## config.mk

```make
export PLATFORM = sky130hd
export DESIGN_NAME = fwd_hazard_unit
export DESIGN_NICKNAME = d
export VERILOG_FILES = /design/src/rtl/fwd_hazard_unit.sv
export SDC_FILE = /design/constraint.sdc
export NUM_CORES = 1
export LEC_CHECK = 0
export CORE_UTILIZATION = 42
export CTS_CLUSTER_SIZE = 8
export DETAILED_ROUTE_END_ITERATION = 16
export PLACE_DENSITY = 0.83
export SYNTH_ARGS = -nofsm -noshare
export SYNTH_HDL_FRONTEND = slang
export SYNTH_SLANG_ARGS = --single-unit
```

## constraint.sdc

```tcl
create_clock -name clk -period 3.36 [get_ports clk]
set_input_delay 0.672 -clock clk [delete_from_list [all_inputs] [get_ports clk]]
set_output_delay 0.672 -clock clk [all_outputs]
set_load 0.05 [all_outputs]
```

## src/rtl/fwd_hazard_unit.sv

```systemverilog
// Operand forwarding selects for the decode and execute stages, plus load-use stall/bubble control.
// Latency: cmp_fw_o and stall_o are combinational; alu_fw_o follows decode by one cycle.
// Backpressure: stall_o holds PC and IF/ID for LOAD_STALL unpaused cycles; pause freezes all state.
module fwd_hazard_unit #(
    parameter int RN_W       = 5,
    parameter int NSRC       = 2,
    parameter int LOAD_STALL = 1
) (
    input  logic                 clk,
    input  logic                 rst,
    input  logic                 pause,
    input  logic                 flush,
    input  logic [NSRC*RN_W-1:0] id_rn_i,
    input  logic [NSRC-1:0]      id_vld_i,
    input  logic                 ex_we_i,
    input  logic [RN_W-1:0]      ex_wr_rn_i,
    input  logic                 ex_is_load_i,
    input  logic                 mem_we_i,
    input  logic [RN_W-1:0]      mem_wr_rn_i,
    output logic [NSRC*3-1:0]    cmp_fw_o,
    output logic [NSRC*3-1:0]    alu_fw_o,
    output logic                 stall_o,
    output logic                 bubble_o
);

    localparam logic [2:0] FW_NOP   = 3'b000;
    localparam logic [2:0] FW_ALU   = 3'b001;
    localparam logic [2:0] FW_MEM   = 3'b010;
    localparam logic [2:0] REM_INIT = 3'(LOAD_STALL - 1);

    typedef enum logic {IDLE, STALL} state_t;

    state_t                 state;
    logic [2:0]             rem;
    logic [NSRC*RN_W-1:0]   rn_q;
    logic [NSRC-1:0]        vld_q;
    logic                   hazard;

    // EX is checked first so the youngest producer wins on a double match.
    function automatic logic [2:0] fw_sel(
        input logic [RN_W-1:0] rn,
        input logic            vld,
        input logic            ex_we,
        input logic [RN_W-1:0] ex_rn,
        input logic            mem_we,
        input logic [RN_W-1:0] mem_rn
    );
        logic [2:0] sel;
        sel = FW_NOP;
        if (vld && rn != '0) begin
            if (ex_we && ex_rn == rn)
                sel = FW_ALU;
            else if (mem_we && mem_rn == rn)
                sel = FW_MEM;
        end
        return sel;
    endfunction

    always_comb begin
        hazard   = 1'b0;
        cmp_fw_o = '0;
        alu_fw_o = '0;
        for (int k = 0; k < NSRC; k++) begin
            cmp_fw_o[k*3 +: 3] = fw_sel(id_rn_i[k*RN_W +: RN_W], id_vld_i[k],
                                        ex_we_i, ex_wr_rn_i, mem_we_i, mem_wr_rn_i);
            if (!rst)
                alu_fw_o[k*3 +: 3] = fw_sel(rn_q[k*RN_W +: RN_W], vld_q[k],
                                            ex_we_i, ex_wr_rn_i, mem_we_i, mem_wr_rn_i);
            if (id_vld_i[k] && id_rn_i[k*RN_W +: RN_W] == ex_wr_rn_i)
                hazard = 1'b1;
        end
        hazard = hazard & ex_we_i & ex_is_load_i & (ex_wr_rn_i != '0);
    end

    assign stall_o = !rst && !flush && (state == STALL || hazard);

    always_ff @(posedge clk or posedge rst) begin
        if (rst) begin
            state    <= IDLE;
            rem      <= '0;
            rn_q     <= '0;
            vld_q    <= '0;
            bubble_o <= 1'b0;
        end else if (!pause) begin
            bubble_o <= stall_o & ~flush;
            // A stalled or flushed decode slot becomes a bubble in ID/EX.
            if (flush || stall_o) begin
                rn_q  <= '0;
                vld_q <= '0;
            end else begin
                rn_q  <= id_rn_i;
                vld_q <= id_vld_i;
            end
            if (flush) begin
                state <= IDLE;
                rem   <= '0;
            end else if (state == IDLE) begin
                if (hazard && LOAD_STALL > 1) begin
                    state <= STALL;
                    rem   <= REM_INIT;
                end
            end else begin
                rem <= rem - 3'd1;
                if (rem == 3'd1)
                    state <= IDLE;
            end
        end
    end

endmodule

```

### After elaboration in Yosys (flattened, before gate mapping)

Cells that the tools add are included.

* register bits: 17
* word-level logic and storage cells: 73

* add/subtract/negate cells: 1
* eq/ne operators: 11
* mux-type cells: 23
* bitwise gates (word level): 6
* reduce and logical (&&, ||, !) cells: 27

Operators with widths (count)
* 5-bit == test: 10
* 2-bit 2-to-1 mux: 14
* 5-bit nonzero test: 5
* 1-bit logical AND: 16
* 10-bit 2-to-1 mux: 1
* 3-bit 2-to-1 mux: 3
* 1-bit 2-to-1 mux: 5
* 1-bit bitwise AND: 4
* 3-bit by 1-bit == test with 1-bit output (second input constant): 1
* 3-bit by 1-bit subtractor with 3-bit output (second input constant): 1
* 1-bit logical NOT: 2
* 1-bit logical OR: 2
* 1-bit inverter: 2
* 2-bit AND reduction: 1
* 2-bit nonzero test: 1

### Depth between registers and ports, before layout

* depth after elaboration: 11
* depth in mapped cells: 7

### Worst setup path after synthesis

Ideal clock, no wire load.

* path type: input -> output
* start: input port ex_wr_rn_i[0]
* end: output port stall_o
* arrival: 2.897 ns
* required time: 2.688 ns
* path slack: -0.209 ns
* stages on the path: 6
* path through: buf_2 > xnor2_1 > nand2_1 > nor4_1 > a21oi_1 > a211oi_1

* word-level cells in the longest chain between the ends: 9

RTL lines
* start: declaration: line 16 `input logic [RN_W-1:0] ex_wr_rn_i,`
* 5-bit == test: line 69 `if (id_vld_i[k] && id_rn_i[k*RN_W +: RN_W] == ex_wr_rn_i)`
* 1-bit logical AND: line 69
* 1-bit 2-to-1 mux (2 in series): line 69
* 1-bit bitwise AND (2 in series): line 72 `hazard = hazard & ex_we_i & ex_is_load_i & (ex_wr_rn_i != '0);`
* 1-bit bitwise AND (*): line 72
* 1-bit logical OR (*): line 75 `assign stall_o = !rst && !flush && (state == STALL || hazard);`
* 1-bit logical AND (*): line 75
* end: declaration: line 22 `output logic stall_o,`

Every way passes the cells marked *; elsewhere a longest branch is shown, timed or not.

### Worst setup path after layout

* start: input port ex_wr_rn_i[4]
* end: output port stall_o

The elaborated chain is that of the path after synthesis.

==> impl_metrics.ini <==
[status]
status = finished, final reports clean

[power]
total_power_mw = 0.5538
power_density_nw_per_um2 = 271.0
peakVddDrop_mv = 0.1544
leakage_nw = 0.8498

[layout]
layout-drive-gt1-share = 0.1340
fin_cells = 255
fin_util = 0.6075
area_delta_synth_final_pct = 36.77
nets = 241
num_antenna_cells = 0
layout.cell_area.non_filler_um2 = 2043

[sta]
rsz0062_at_grt = false
whs_ns = 0.4998
maxSlewHeadroom = 0.5433
worst_slack_ns = 0.1267
finClkSkew_ns = 0.0008483
max_freq_mhz = 309.3
fin_crit_ns = 3.233
finalHoldViolations = 0
setup_tns_ns = 0
tightest_slew_ns = 0.6844
drv_slew = 0
period_share = 0.9623
setup_violations = 0

[yosys]
ys_warn_count = 0
ys_top_cells_by_count = xor2_1, dfrtp_1, xnor2_1, a221o_1, and3_1
synth_ff_type = dfrtp_1
async_flop_share = 1.000
synth-adder-area-share = 0.01675
synth_xor_area_frac = 0.2345
synth_top_family_by_area = XOR/XNOR gates
synth_cells = 168
netlist_area_um2 = 1494
synth_compound_area_frac = 0.1675
synth-seq-cells = 17
synth_seq_area_share = 0.2848
synthDistinctLibCells = 29
synthSimpleGateAreaFrac = 0.2178
muxShareOfSynthArea = 0
synth_top_area_frac = 0.2848
synth.area.top_cells = dfrtp_1, xor2_1, a221o_1
synth_most_common_cell = xor2_1
synth_edf_count = 0
avgSynthCellArea_um2 = 8.892
yosysTopAreaCell = dfrtp_1

[clock_tree]
cts-resized-gates = 0
hold_buffers = 0
cts.sinks = 17
clock_path_buffers = 2
post_cts_buffers = 0
root_buffer = clkbuf_4
htree_num_levels = 1
cts_tree = yes
clk_latency_ns = 0.30
clk_pin_slew_ns = 0.10
numCtsBuffers = 3

[placement]
port_buffers = 38
place_congestion = 0.9287
hpwl_um = 2989
post-place-ws_ns = 0.1333
dpl_cell_area_um2 = 2017
place_inst = 251

[worst_hold_path]
worst_hold_path.endpoint = rem[2]$_DFFE_PP0P_
hold_start = rem[2]$_DFFE_PP0P_
whs_path_depth = 1
hold_class = flip-flop to flip-flop

[critical_path]
worstPathCellList = clkdlybuf4s50_1 > xor2_1 > nand4b_1 > nor4_1 > a21oi_1 > a211oi_2 > buf_12
r2r_start = rem[0]$_DFFE_PP0P_
r2r-end = rem[1]$_DFFE_PP0P_
end_kind = output pin
crit_slowest_cell = clkdlybuf4s50_1
path_class = input pin to output pin
cp_num_buf_inv = 2
r2r_setup_slack_ns = 2.21
cpPeakStageDelay_ns = 0.57
cpLargestDelayFamily = buffers and inverters
reg2reg_depth = 5
cp-start-kind = input pin
cp.required_ns = 2.69
worstPathMaxFanout = 5
worstPathArrival_ns = 2.56

[global_route]
grt_antenna_before_repair = 0
grt_max_degree = 21
overflow = 0
grt_pass1_vias = 1343
grt_pass1_wl_um = 6368
grt.total_usage = 0.2329

[detailed_routing]
vias = 1413
post_drt_via_cell_ratio = 5.541
wl_per_cell_um = 15.29
detail-route-antenna-nets = 0
drtIter0Drc = 110
finalWirelength_um = 3898
drc = 0
drt_pass1_iterations = 4

[die]
io_pins = 43
fp.coreArea_um2 = 3363
start_util = 0.4442
die-area_um2 = 3799
num_rows = 21
die_h_um = 61.64
die_x_um = 61.64

[flow_run]
maxCapViolCount = 0
[placed cells by master (no fill, tap or decap), types with 6 or more instances in the layout]
cell | synthesis | final
a221o_1 | 12 | 12
inv_1 | 6 | 6
nor4_1 | 8 | 8
xor2_1 | 27 | 27
xnor2_1 | 13 | 13
clkdlybuf4s50_1 | 0 | 29
nor2_1 | 6 | 6
buf_12 | 0 | 8
dfrtp_1 | 17 | 17
nand3_1 | 9 | 9
buf_4 | 4 | 12
and3_1 | 12 | 12
o21ai_0 | 8 | 8
[logic make-up after synthesis]
logic type / count (synthesis)
AND/OR/NAND/NOR: 56
XOR/XNOR: 40
AO/OA/AOI/OAI: 31
buffers and inverters: 21
flip-flops: 17
adder cells (fa/ha/maj): 2
other: 1
[cell type report]
| type | instances | area [um2] |
|---|---|---|
| flip-flops and latches | 17 | 425.4 |
| well taps | 46 | 57.56 |
| repair buffers | 49 | 540.5 |
| multi-input cells | 133 | 970.9 |
| clock buffers | 4 | 26.28 |
| inverters | 6 | 22.52 |
| fillers | 300 | 1320 |
[power breakdown]
group          switching [mW]  internal (mW)
logic                  0.0959         0.0966
registers              0.0253          0.223
clock network          0.0664         0.0463
total                   0.188          0.366
[metal layers]
layer,GRT usage,wire [um]
met5,0,0
met4,0.08254,53
met3,0.02311,272
met2,0.3748,1749
met1,0.3255,1823
[state kept, by name, summed over array words and instances, names as in the netlist]
name,cells
vld_q,2
rem,3
state,1
bubble_o,1
rn_q,10
[worst max path at each step]
stage / from / endpoint / slack, ns / cells after the start
floorplan: ex_wr_rn_i[0] / alu_fw_o[0] / 0.24 / 5
global placement: ex_wr_rn_i[3] / stall_o / 0.21 / 7
detailed placement: ex_wr_rn_i[4] / stall_o / 0.13 / 7
CTS: ex_wr_rn_i[4] / stall_o / 0.11 / 7
global route: ex_wr_rn_i[4] / stall_o / 0.006 / 7
finish: ex_wr_rn_i[4] / stall_o / 0.13 / 7
No activity file was read; power rests on OpenSTA's default activity.
